--- config.mk ---
export PLATFORM = sky130hd
export DESIGN_NAME = cam_capture
export DESIGN_NICKNAME = d
export VERILOG_FILES = /design/src/rtl/cam_capture.sv
export SDC_FILE = /design/constraint.sdc
export NUM_CORES = 1
export LEC_CHECK = 0
export ABC_CLOCK_PERIOD_IN_PS = 6800
export BUFFER_PORTS_ARGS = -buffer_cell sky130_fd_sc_hd__buf_2
export CAP_MARGIN = 20
export CORE_MARGIN = 5
export CORE_UTILIZATION = 50
export CTS_CLUSTER_DIAMETER = 30
export CTS_CLUSTER_SIZE = 25
export DETAILED_ROUTE_END_ITERATION = 16
export PLACE_DENSITY = 0.82
export SLEW_MARGIN = 20
export SYNTH_ARGS = -nofsm -noshare
export SYNTH_HDL_FRONTEND = slang
export SYNTH_SLANG_ARGS = --single-unit
export TNS_END_PERCENT = 30
--- constraint.sdc ---
create_clock -name cmos_pclk -period 6.8 [get_ports cmos_pclk]
set_input_delay 1.02 -clock cmos_pclk [delete_from_list [all_inputs] [get_ports cmos_pclk]]
set_output_delay 1.02 -clock cmos_pclk [all_outputs]
set_load 0.01 [all_outputs]
--- src/rtl/cam_capture.sv ---
`default_nettype none
// ============================================================================
// Module   : cam_capture
// Purpose  : Parallel CMOS sensor capture. Registers the sensor bus once,
//            waits for sensor configuration, discards a number of warm-up
//            frames, then assembles PIX_BYTES bus beats into one pixel and
//            emits it with column/row, start-of-frame and end-of-line flags.
//            Malformed lines and frames are flagged with one-cycle pulses.
// Ports    : cmos_pclk   - sole clock (rising edge)
//            rst         - synchronous active-high reset
//            cmos_data   - sensor byte bus
//            cmos_href   - line valid
//            cmos_vsyn   - frame sync (high during vertical blanking)
//            cfg_done    - sensor configuration complete (asynchronous level)
//            capture_en  - frame gate, sampled at frame start only
//            pix_data    - assembled pixel, held between strobes
//            pix_valid   - one-cycle strobe for pix_data/pix_x/pix_y
//            pix_sof     - strobe qualifier for pixel (0,0)
//            pix_eol     - strobe qualifier for the last pixel of a line
//            pix_x/pix_y - column/row of the strobed pixel
//            frame_cnt   - completed well-formed captured frames (wraps)
//            err_line    - pulse on a malformed line
//            err_frame   - pulse on a malformed frame
//            busy        - high while a frame is being captured
// Revision : 1.0 - initial release
// ============================================================================
module cam_capture #(
    parameter int DATA_W      = 8,
    parameter int PIX_BYTES   = 2,
    parameter int MSB_FIRST   = 1,
    parameter int SKIP_FRAMES = 30,
    parameter int H_ACTIVE    = 640,
    parameter int V_ACTIVE    = 480
) (
    input  logic                          cmos_pclk,
    input  logic                          rst,
    input  logic [DATA_W-1:0]             cmos_data,
    input  logic                          cmos_href,
    input  logic                          cmos_vsyn,
    input  logic                          cfg_done,
    input  logic                          capture_en,
    output logic [DATA_W*PIX_BYTES-1:0]   pix_data,
    output logic                          pix_valid,
    output logic                          pix_sof,
    output logic                          pix_eol,
    output logic [$clog2(H_ACTIVE)-1:0]   pix_x,
    output logic [$clog2(V_ACTIVE)-1:0]   pix_y,
    output logic [15:0]                   frame_cnt,
    output logic                          err_line,
    output logic                          err_frame,
    output logic                          busy
);

    localparam int c_PW = DATA_W * PIX_BYTES;
    localparam int c_XW = $clog2(H_ACTIVE);
    localparam int c_YW = $clog2(V_ACTIVE);
    localparam int c_BW = (PIX_BYTES > 1) ? $clog2(PIX_BYTES) : 1;
    // Internal column/row counters saturate one above the active size so an
    // over-long line or frame is still distinguishable from a correct one.
    localparam int c_CW = $clog2(H_ACTIVE + 2);
    localparam int c_RW = $clog2(V_ACTIVE + 2);

    localparam logic [1:0] c_ST_WAIT_CFG = 2'd0;
    localparam logic [1:0] c_ST_SKIP     = 2'd1;
    localparam logic [1:0] c_ST_IDLE     = 2'd2;
    localparam logic [1:0] c_ST_ACTIVE   = 2'd3;

    // Stage-1 input registers, edge-detect history and cfg synchroniser.
    logic [DATA_W-1:0] r_data_s1;
    logic              r_href_s1;
    logic              r_vsyn_s1;
    logic              r_href_d;
    logic              r_vsyn_d;
    logic              r_cfg_meta;
    logic              r_cfg_sync;

    logic [1:0]        r_state;
    logic [7:0]        r_skip_cnt;
    logic [c_BW-1:0]   r_beat;
    logic [c_CW-1:0]   r_col;
    logic [c_RW-1:0]   r_row;
    logic [c_PW-1:0]   r_accum;

    logic [c_BW-1:0]   w_slot;
    logic [c_PW-1:0]   w_merged;
    logic              w_href_fall;
    logic              w_vsyn_rise;
    logic              w_vsyn_fall;
    logic              w_capture;
    logic              w_last_beat;
    logic              w_emit;
    logic              w_line_bad;
    logic [c_RW-1:0]   w_row_inc;
    logic [c_RW-1:0]   w_rows_final;
    logic              w_skip_done;

    assign w_href_fall  = r_href_d & ~r_href_s1;
    assign w_vsyn_rise  = r_vsyn_s1 & ~r_vsyn_d;
    assign w_vsyn_fall  = ~r_vsyn_s1 & r_vsyn_d;

    assign w_capture    = (r_state == c_ST_ACTIVE) && r_href_s1 && !r_vsyn_s1;
    assign w_last_beat  = (r_beat == c_BW'(PIX_BYTES - 1));
    assign w_emit       = w_capture && w_last_beat &&
                          (r_col < c_CW'(H_ACTIVE)) && (r_row < c_RW'(V_ACTIVE));
    assign w_line_bad   = (r_beat != '0) || (r_col != c_CW'(H_ACTIVE));
    assign w_row_inc    = (r_row == c_RW'(V_ACTIVE + 1)) ? r_row : r_row + 1'b1;
    // A line ending on the same cycle as the frame-closing vsync edge still
    // counts toward the frame's line total.
    assign w_rows_final = w_href_fall ? w_row_inc : r_row;
    assign w_skip_done  = (r_skip_cnt == 8'(SKIP_FRAMES));

    assign w_slot = (MSB_FIRST != 0) ? (c_BW'(PIX_BYTES - 1) - r_beat) : r_beat;

    // Current beat replaces its slot; the other slots keep earlier beats.
    genvar g;
    generate
        for (g = 0; g < PIX_BYTES; g++) begin : g_slot
            assign w_merged[g*DATA_W +: DATA_W] =
                (w_slot == c_BW'(g)) ? r_data_s1 : r_accum[g*DATA_W +: DATA_W];
        end
    endgenerate

    assign busy = (r_state == c_ST_ACTIVE);

    always_ff @(posedge cmos_pclk) begin
        if (rst) begin
            r_data_s1  <= '0;
            r_href_s1  <= 1'b0;
            r_vsyn_s1  <= 1'b0;
            r_href_d   <= 1'b0;
            r_vsyn_d   <= 1'b0;
            r_cfg_meta <= 1'b0;
            r_cfg_sync <= 1'b0;
            r_state    <= c_ST_WAIT_CFG;
            r_skip_cnt <= '0;
            r_beat     <= '0;
            r_col      <= '0;
            r_row      <= '0;
            r_accum    <= '0;
            pix_data   <= '0;
            pix_valid  <= 1'b0;
            pix_sof    <= 1'b0;
            pix_eol    <= 1'b0;
            pix_x      <= '0;
            pix_y      <= '0;
            frame_cnt  <= '0;
            err_line   <= 1'b0;
            err_frame  <= 1'b0;
        end else begin
            r_data_s1  <= cmos_data;
            r_href_s1  <= cmos_href;
            r_vsyn_s1  <= cmos_vsyn;
            r_href_d   <= r_href_s1;
            r_vsyn_d   <= r_vsyn_s1;
            r_cfg_meta <= cfg_done;
            r_cfg_sync <= r_cfg_meta;

            pix_valid  <= 1'b0;
            pix_sof    <= 1'b0;
            pix_eol    <= 1'b0;
            err_line   <= 1'b0;
            err_frame  <= 1'b0;

            if (!r_cfg_sync) begin
                // Sensor lost its configuration: restart the whole sequence.
                r_state    <= c_ST_WAIT_CFG;
                r_skip_cnt <= '0;
                r_beat     <= '0;
                r_col      <= '0;
            end else begin
                case (r_state)
                    c_ST_WAIT_CFG: begin
                        r_state <= c_ST_SKIP;
                    end
                    c_ST_SKIP: begin
                        if (w_skip_done) begin
                            r_state <= c_ST_IDLE;
                        end else if (w_vsyn_rise) begin
                            r_skip_cnt <= r_skip_cnt + 1'b1;
                        end
                    end
                    c_ST_IDLE: begin
                        if (w_vsyn_fall && capture_en) begin
                            r_state <= c_ST_ACTIVE;
                            r_beat  <= '0;
                            r_col   <= '0;
                            r_row   <= '0;
                            pix_y   <= '0;
                        end
                    end
                    c_ST_ACTIVE: begin
                        if (w_capture) begin
                            if (w_last_beat) begin
                                r_beat <= '0;
                                if (r_col != c_CW'(H_ACTIVE + 1)) begin
                                    r_col <= r_col + 1'b1;
                                end
                                if (w_emit) begin
                                    pix_data  <= w_merged;
                                    pix_valid <= 1'b1;
                                    pix_x     <= r_col[c_XW-1:0];
                                    pix_y     <= r_row[c_YW-1:0];
                                    pix_sof   <= (r_col == '0) && (r_row == '0);
                                    pix_eol   <= (r_col == c_CW'(H_ACTIVE - 1));
                                end
                            end else begin
                                r_accum <= w_merged;
                                r_beat  <= r_beat + 1'b1;
                            end
                        end
                        if (w_href_fall) begin
                            err_line <= w_line_bad;
                            r_row    <= w_row_inc;
                        end
                        if (w_vsyn_rise) begin
                            r_state <= c_ST_IDLE;
                            if (w_rows_final != c_RW'(V_ACTIVE)) begin
                                err_frame <= 1'b1;
                            end else begin
                                frame_cnt <= frame_cnt + 16'd1;
                            end
                        end
                    end
                    default: begin
                        r_state <= c_ST_WAIT_CFG;
                    end
                endcase

                // Every line end drops a partial pixel and restarts the column.
                if (w_href_fall) begin
                    r_beat <= '0;
                    r_col  <= '0;
                    pix_x  <= '0;
                end
            end
        end
    end

endmodule
`default_nettype wire
==> summary.txt, run 1 <==
Detailed routing
  – Antenna-violating nets left: 0
  – DRT Pass-1 Iters: 4
  – Highest metal used: met4
  – WL/cell: 15.3 um
  – Met3 wire length: 583 um
  – First DRT Iteration DRCs: 252
  – Via count: 4,181
  – Length of routed met2 wiring: 5610 um
  – Drc violations: 0
  – Met1 WL: 5100 um
  – WL final: 11,500 um
  – Via-to-Cell Ratio: 5.56

Floorplanning
  – Die extent in y: 109 um
  – IO Count: 71
  – Full die area: 11,900 um^2
  – Initial Utilization: 50.6%
  – Die width: 109 um
  – Core area: 9680 um^2
  – Cell Rows: 36

Clock tree
  – Clk_lat worst skew: 0.52 ns
  – CTS tree: yes
  – Setup Buffers After CTS: 0
  – Hold_buf cts: 0
  – Clock transition at path regs: 0.06 ns
  – Clock root buffer: clkbuf_8
  – Post-cts resize count: 0
  – CTS buffer count: 17
  – CTS Sinks: 116
  – H-tree depth: 4
  – Buffer levels on the longest clock path: 2

Setup path
  – Worst EP arrival: 3.39 ns
  – Req. time, crit path: 7.22 ns
  – Worst path bufs/invs: 2
  – Critical Path End Type: flop
  – CP cell instances: buf_2, buf_4, nand2b_1, or2_2, nor2_1, nand2_1, nor4_1
  – Worst Setup Path Type: in2reg
  – Slowest-stage cell, CP: nor2_1
  – Critical Path Source Type: input port
  – CP peak stage delay: 0.53 ns
  – CP top delay family: simple AND/OR/NAND/NOR gates
  – CP max FO: 84

Global routing
  – First-pass GRT wire length: 19,400 um
  – Vias in the first global route: 4,161
  – Largest net degree at the start of global routing: 85
  – Total track usage: 20.5%
  – Initial antenna violation count: 0
  – Overflow after GRT: 0

STA
  – Max Fclk: 336 MHz
  – Final setup vio count: 0
  – Worst slew pin tran: 1.08 ns
  – Worst clock skew: 0.0112 ns
  – RSZ-0062 raised after global routing: false
  – WHS: 0.466 ns
  – Min Clock Period, post-route: 2.98 ns
  – Final Max Slew Viols: 0
  – Max-slew headroom: 28.1%
  – TNS Setup: 0 ns
  – Fin. Hold Viols: 0
  – Tcrit/Tclk final: 43.8%

Final layout
  – Area delta synth->final: 20.1%
  – Antenna cells: 0
  – Share of cells above drive strength 1: 18.1%
  – Fin cells: 752
  – Nets: 631
  – FILL cells: 811
  – Post-route cell area: 5880 um^2
  – Post-Route Utilization: 60.7%

Logic synthesis
  – Number of synthesized flops with an enable pin: 0
  – Register area share after synthesis: 47.4%
  – Number of register bits inferred by synthesis: 116
  – Avg Inst Size Synth: 9.04 um^2
  – Gate Count Post-Synth: 542
  – YS warnings: 0
  – Mapped Nets: 565
  – Ys flop type: dfxtp_1
  – Fraction of registers with async set/reset: 0%
  – Netlist Area Pre-Place: 4900 um^2
  – Netlist cell types: 51

Placement
  – Post-detail-place hpwl: 7840 um
  – Final estimated routing congestion in global placement: 0.889
  – Port Buffers: 70
  – Placed Area: 5330 um^2
  – Placed cell count: 722

Run status
  – Run status: finished, final reports clean

Power and ir drop
  – Peak VDD IR: 0.167 mV
  – Leakage: 0.00231 uW
  – Power Density: 259 nW/um^2

Job
  – Max-cap violations: 0

Worst hold path
  – Worst min path class: reg2reg
[cells by family (layout without fill, tap and decap cells)]
logic type | after synthesis | in the layout | synth area share, %
AOI/OAI and AO/OA | 104 | 104 | 13.8
DFF | 116 | 116 | 47.4
xor gates and xnor gates | 17 | 17 | 3.04
muxes | 28 | 28 | 5.75
buffers and inverters | 38 | 115 | 3.04
adders and majority gates | 9 | 9 | 2.30
and+or+nand+nor | 230 | 230 | 24.6
[through the flow]
step,setup WS (ns),power [uW]
final,3.82,1520
after global placement,3.45,725
after detailed placement,3.32,727
after CTS,3.84,1530
after global routing,3.64,1570
after floorplan,4.44,718
[flip-flops by register name, summed over array words and instances (netlist names), 2 cells and up]
register and count:
frame_cnt 16, pix_data 16, r_accum 16, pix_x 10, r_col 10, pix_y 9
r_row 9, r_data_s1 8, r_skip_cnt 8, r_state 2
[synth_stat cells (all sizes together) (2+ instances only)]
master  instances  area share [%]
dfxtp         116              47
nor2           73             5.6
a21oi          36             3.7
nand2          31             2.4
mux2i          27             5.5
nor2b          25             3.2
o21ai          22             2.2
nand3          21             2.1
a211oi         18             2.8
clkbuf         18             1.4
nand4          16             2.5
or3            14             1.8
xor2           14             2.5
inv            13             1.0
and3           10             1.3
ha              9             2.3
nor3            8            0.82
a22o            7             1.3
buf             7            0.66
nand2b          5            0.64
nor4            5            0.64
and4            4            0.72
or2             4            0.51
a311oi          3            0.54
nand3b          3            0.46
o31ai           3            0.46
or4             3            0.46
xnor2           3            0.54
a31oi           2            0.26
and3b           2            0.36
and4b           2            0.41
nand4b          2            0.49
o211ai          2            0.31
[power by group]
group,total (uW),switching (uW),internal [uW]
clock network,809,309,499
registers,689,4.57,684
logic,23.6,15.2,8.39
total,1520,329,1190
[placed cells by master, fill, tap and decap left out, drive strengths merged, types with 9 or more instances in the layout]
cell type  Yosys  final
buf            7     72
clkbuf        18     19
ha             9      9
o21ai         22     22
nor2b         25     25
mux2i         27     27
nand2         31     31
inv           13     14
nand3         21     21
a211oi        18     18
or3           14     14
a21oi         36     36
xor2          14     14
nand4         16     16
nor2          73     73
and3          10     10
dfxtp        116    116
[final timing paths]
check | cells after the start | slack (ns) | endpoint | from
max | 7 | 3.82 | pix_sof$_SDFF_PP0_ | rst
min | 1 | 0.47 | r_accum[3]$_SDFFE_PP0P_ | r_accum[3]$_SDFFE_PP0P_
max reg2reg | 7 | 3.97 | frame_cnt[9]$_SDFFE_PP0P_ | r_row[1]$_SDFFE_PP0P_
min reg2reg | 1 | 0.47 | r_accum[3]$_SDFFE_PP0P_ | r_accum[3]$_SDFFE_PP0P_
[final cells by class]
| class | count | area [um^2] | area share, % |
|---|---|---|---|
| clock buffer | 19 | 442 | 7.51 |
| clock inverter | 11 | 106 | 1.81 |
| inverter | 13 | 48.8 | 0.830 |
| multi-input combinational | 388 | 2430 | 41.3 |
| sequential | 116 | 2320 | 39.5 |
| tap | 133 | 166 | 2.83 |
| timing repair buffer | 72 | 365 | 6.21 |
[per-layer routing]
layer / GRT usage [%] / up-vias
li1: - / 2063
met1: 25.6 / 1980
met2: 33.2 / 117
met3: 5.03 / 21
met4: 9.92 / 0
met5: 0 / -
Power figures use the tool's default switching activity.
==> run 2: changes to the inputs <==
--- a/config.mk
+++ b/config.mk
@@ -5,7 +5,7 @@
 export SDC_FILE = /design/constraint.sdc
 export NUM_CORES = 1
 export LEC_CHECK = 0
-export ABC_CLOCK_PERIOD_IN_PS = 6800
+export ABC_CLOCK_PERIOD_IN_PS = 2500
 export BUFFER_PORTS_ARGS = -buffer_cell sky130_fd_sc_hd__buf_2
 export CAP_MARGIN = 20
 export CORE_MARGIN = 5
@@ -13,7 +13,7 @@
 export CTS_CLUSTER_DIAMETER = 30
 export CTS_CLUSTER_SIZE = 25
 export DETAILED_ROUTE_END_ITERATION = 16
-export PLACE_DENSITY = 0.82
+export PLACE_DENSITY = 0.85
 export SLEW_MARGIN = 20
 export SYNTH_ARGS = -nofsm -noshare
 export SYNTH_HDL_FRONTEND = slang
==> constraint.sdc (replaced) <==
create_clock -name cmos_pclk -period 2.5 [get_ports cmos_pclk]
set_input_delay 0.375 -clock cmos_pclk [delete_from_list [all_inputs] [get_ports cmos_pclk]]
set_output_delay 0.375 -clock cmos_pclk [all_outputs]
set_load 0.01 [all_outputs]
==> run 2 against run 1 <==
Register-to-register slack got worse by 3.9 ns. First-iteration DRC count rose by 28%. Worst setup slack worse by 3.7 ns. Clock power grew to 2.9 times the previous value. Sequential share of layout area decreased by 1.2 points. Final cell count is 2.7% higher. Cell area rose by 3.5%. Via count increased by 4.9%. Global-route usage rose by 1.8 points. Highest routed layer unchanged. Count of clock-buffer cells in the layout decreased by 2. Power increased to 2.8 times the previous value. Critical endpoint is now frame_cnt[8]$_SDFFE_PP0P_.
==> summary.txt, run 2 (synthesis results as in run 1) <==
Final layout
  – Register area: 2330 um^2 (+0.22%)
  – Area delta synth->final: 24.2%
  – Most frequent cells in the layout: dfxtp_1 (112), nor2_1 (72), buf_2 (70), a21oi_1 (36), nand2_1 (31)
  – Share of cells above drive strength 1: 21.8% (+3.7 points)
  – Post-route cell area: 6080 um^2 (+3.5%)
  – Nets: 649 (+2.9%)
  – Multi-input gate area: 2470 um^2 (+1.7%)
  – Most common cell after layout, fill and taps aside: dfxtp_1
  – FILL cells: 787 (-3.0%)
  – Antenna cells: 0 (unchanged)
  – Biggest regs: frame_cnt (16), pix_data (16), r_accum (16)

Run status
  – Run status: finished, final reports clean

Power and ir drop
  – Flop pwr share: 43.7% (-1.6 points)
  – Power Density: 704 nW/um^2 (+170%)
  – Part of the power in combinational logic: 1.6% (about the same)
  – Leakage: 0.00244 uW (+5.6%)
  – Switching share of total power: 24.2% (+2.6 points)
  – Int Power: 3250 uW (+170%)
  – Clock network power share: 54.7% (+1.5 points)
  – Peak VDD IR: 0.502 mV (+200%)
  – Sw Pwr: 1040 uW (+220%)

STA
  – Worst clock skew: 0.00986 ns (-0.00131 ns)
  – Max-slew headroom: 54.7% (+27 points)
  – Tcrit/Tclk final: 96.2%
  – Final setup vio count: 0 (unchanged)
  – Worst slew pin tran: 0.674 ns (-0.403 ns)
  – Min Clock Period, post-route: 2.40 ns
  – Max Fclk: 416 MHz
  – WHS: 0.0678 ns (-0.398 ns)
  – Final Max Slew Viols: 0 (unchanged)
  – Fin. Hold Viols: 0 (unchanged)
  – Final worst slack: 0.0958 ns (-3.73 ns)

Detailed routing
  – Via count: 4,386 (+4.9%)
  – WL final: 12,600 um (+9.4%)
  – Drc violations: 0 (unchanged)
  – Via-to-Cell Ratio: 5.68 (+2.2%)
  – DRT Pass-1 Iters: 4 (unchanged)
  – Antenna-violating nets left: 0 (unchanged)
  – WL/cell: 16.3 um (+6.5%)
  – First DRT Iteration DRCs: 322 (+28%)

Floorplanning
  – Initial Utilization: 50.6% (unchanged)
  – Full die area: 11,900 um^2 (unchanged)
  – Die width: 109 um (unchanged)
  – Cell Rows: 36 (unchanged)
  – Die extent in y: 109 um (unchanged)
  – Core area: 9680 um^2 (unchanged)
  – IO Count: 71 (unchanged)

Setup path
  – Critical Path Source Type: flop
  – Worst EP arrival: 2.85 ns (-0.54 ns)
  – Critical Path End Type: flop
  – Req. time, crit path: 2.94 ns (-4.28 ns)
  – CP max FO: 10 (-88%)
  – Worst Setup Path Type: reg2reg

Clock tree
  – CTS Sinks: 116 (unchanged)
  – Clock root buffer: clkbuf_8
  – CTS tree: yes
  – Hold_buf cts: 0 (unchanged)
  – Buffer levels on the longest clock path: 2 (unchanged)
  – Clock transition at path regs: 0.06 ns (about the same)
  – CTS buffer count: 17 (unchanged)
  – H-tree depth: 4 (unchanged)
  – Clk_lat worst skew: 0.51 ns (about the same)

Global routing
  – Total track usage: 22.3% (+1.8 points)
  – Largest net degree at the start of global routing: 43 (-49%)
  – Vias in the first global route: 4,348 (+4.5%)
  – Initial antenna violation count: 0 (unchanged)
  – Overflow after GRT: 0 (unchanged)
  – First-pass GRT wire length: 21,100 um (+8.8%)

Placement
  – Port Buffers: 70 (unchanged)
  – Worst slack, placed: -0.0812 ns (-3.40 ns)
  – Placed Area: 5450 um^2 (+2.3%)
  – Post-detail-place hpwl: 8590 um (+9.6%)
  – Final estimated routing congestion in global placement: 0.916 (+3.0%)

Job
  – Max-cap violations: 0 (unchanged)

Worst hold path
  – Worst min path class: in2reg
## run 2: worst max-delay path: stages (launching register included)
cell     delay (ns)
dfxtp_1        0.38
and4_1         0.29
a31oi_1        0.45
mux2_2         0.36
nand4_4        0.18
or4_1          0.52
a21oi_1        0.15
## run 2: repair_timing
action	4_1_cts	5_1_grt
pin swaps	1	1
setup buffers	1	1
gates resized for setup	1	9
setup endpoints to repair	9	14
## run 2: through the flow
step	util [%]	instances	setup TNS, ns	total power (uW)
floorplan	-	542	0	1950
global placement	56.3	738	0	1980
detailed placement	56.3	738	-0.284	1980
CTS	62.3	771	0	4320
global route	62.8	772	-0.00597	4420
finish	62.8	772	0	4280
## run 2: path summary, 6_finish.rpt
kind	start	endpoint	slack (ns)	cells past startpoint
max	r_row[7]$_SDFFE_PP0P_	frame_cnt[8]$_SDFFE_PP0P_	0.1	6
min	cmos_data[1]	r_data_s1[1]$_SDFF_PP0_	0.07	2
max reg2reg	r_row[7]$_SDFFE_PP0P_	frame_cnt[8]$_SDFFE_PP0P_	0.1	6
min reg2reg	r_cfg_meta$_SDFF_PP0_	r_cfg_sync$_SDFF_PP0_	0.46	1
## run 2: layer usage
layer	vias to the layer above	track usage (%)	wire length, um
met5	-	0	0
met4	0	9.38	301
met3	32	5.15	597
met2	150	37.9	6410
met1	2092	27.0	5260
li1	2112	-	-
## run 2: layout make-up
cell class                 instances  area share [%]
clock buffer                      17            6.81
clock inverter                    15            2.57
inverter                          13           0.802
multi-input combinational        388            40.6
sequential                       116            38.2
tap                              133            2.73
timing repair buffer              90            8.23
## run 2: power by group through the flow
stage / sequential [uW] / combinational, uW / clock, uW
floorplan: 1910 / 43.8 / 0
global placement: 1910 / 65.6 / 0
detailed placement: 1910 / 68.3 / 0
CTS: 1870 / 69.4 / 2370
global route: 1870 / 76.8 / 2470
finish: 1870 / 69.9 / 2340
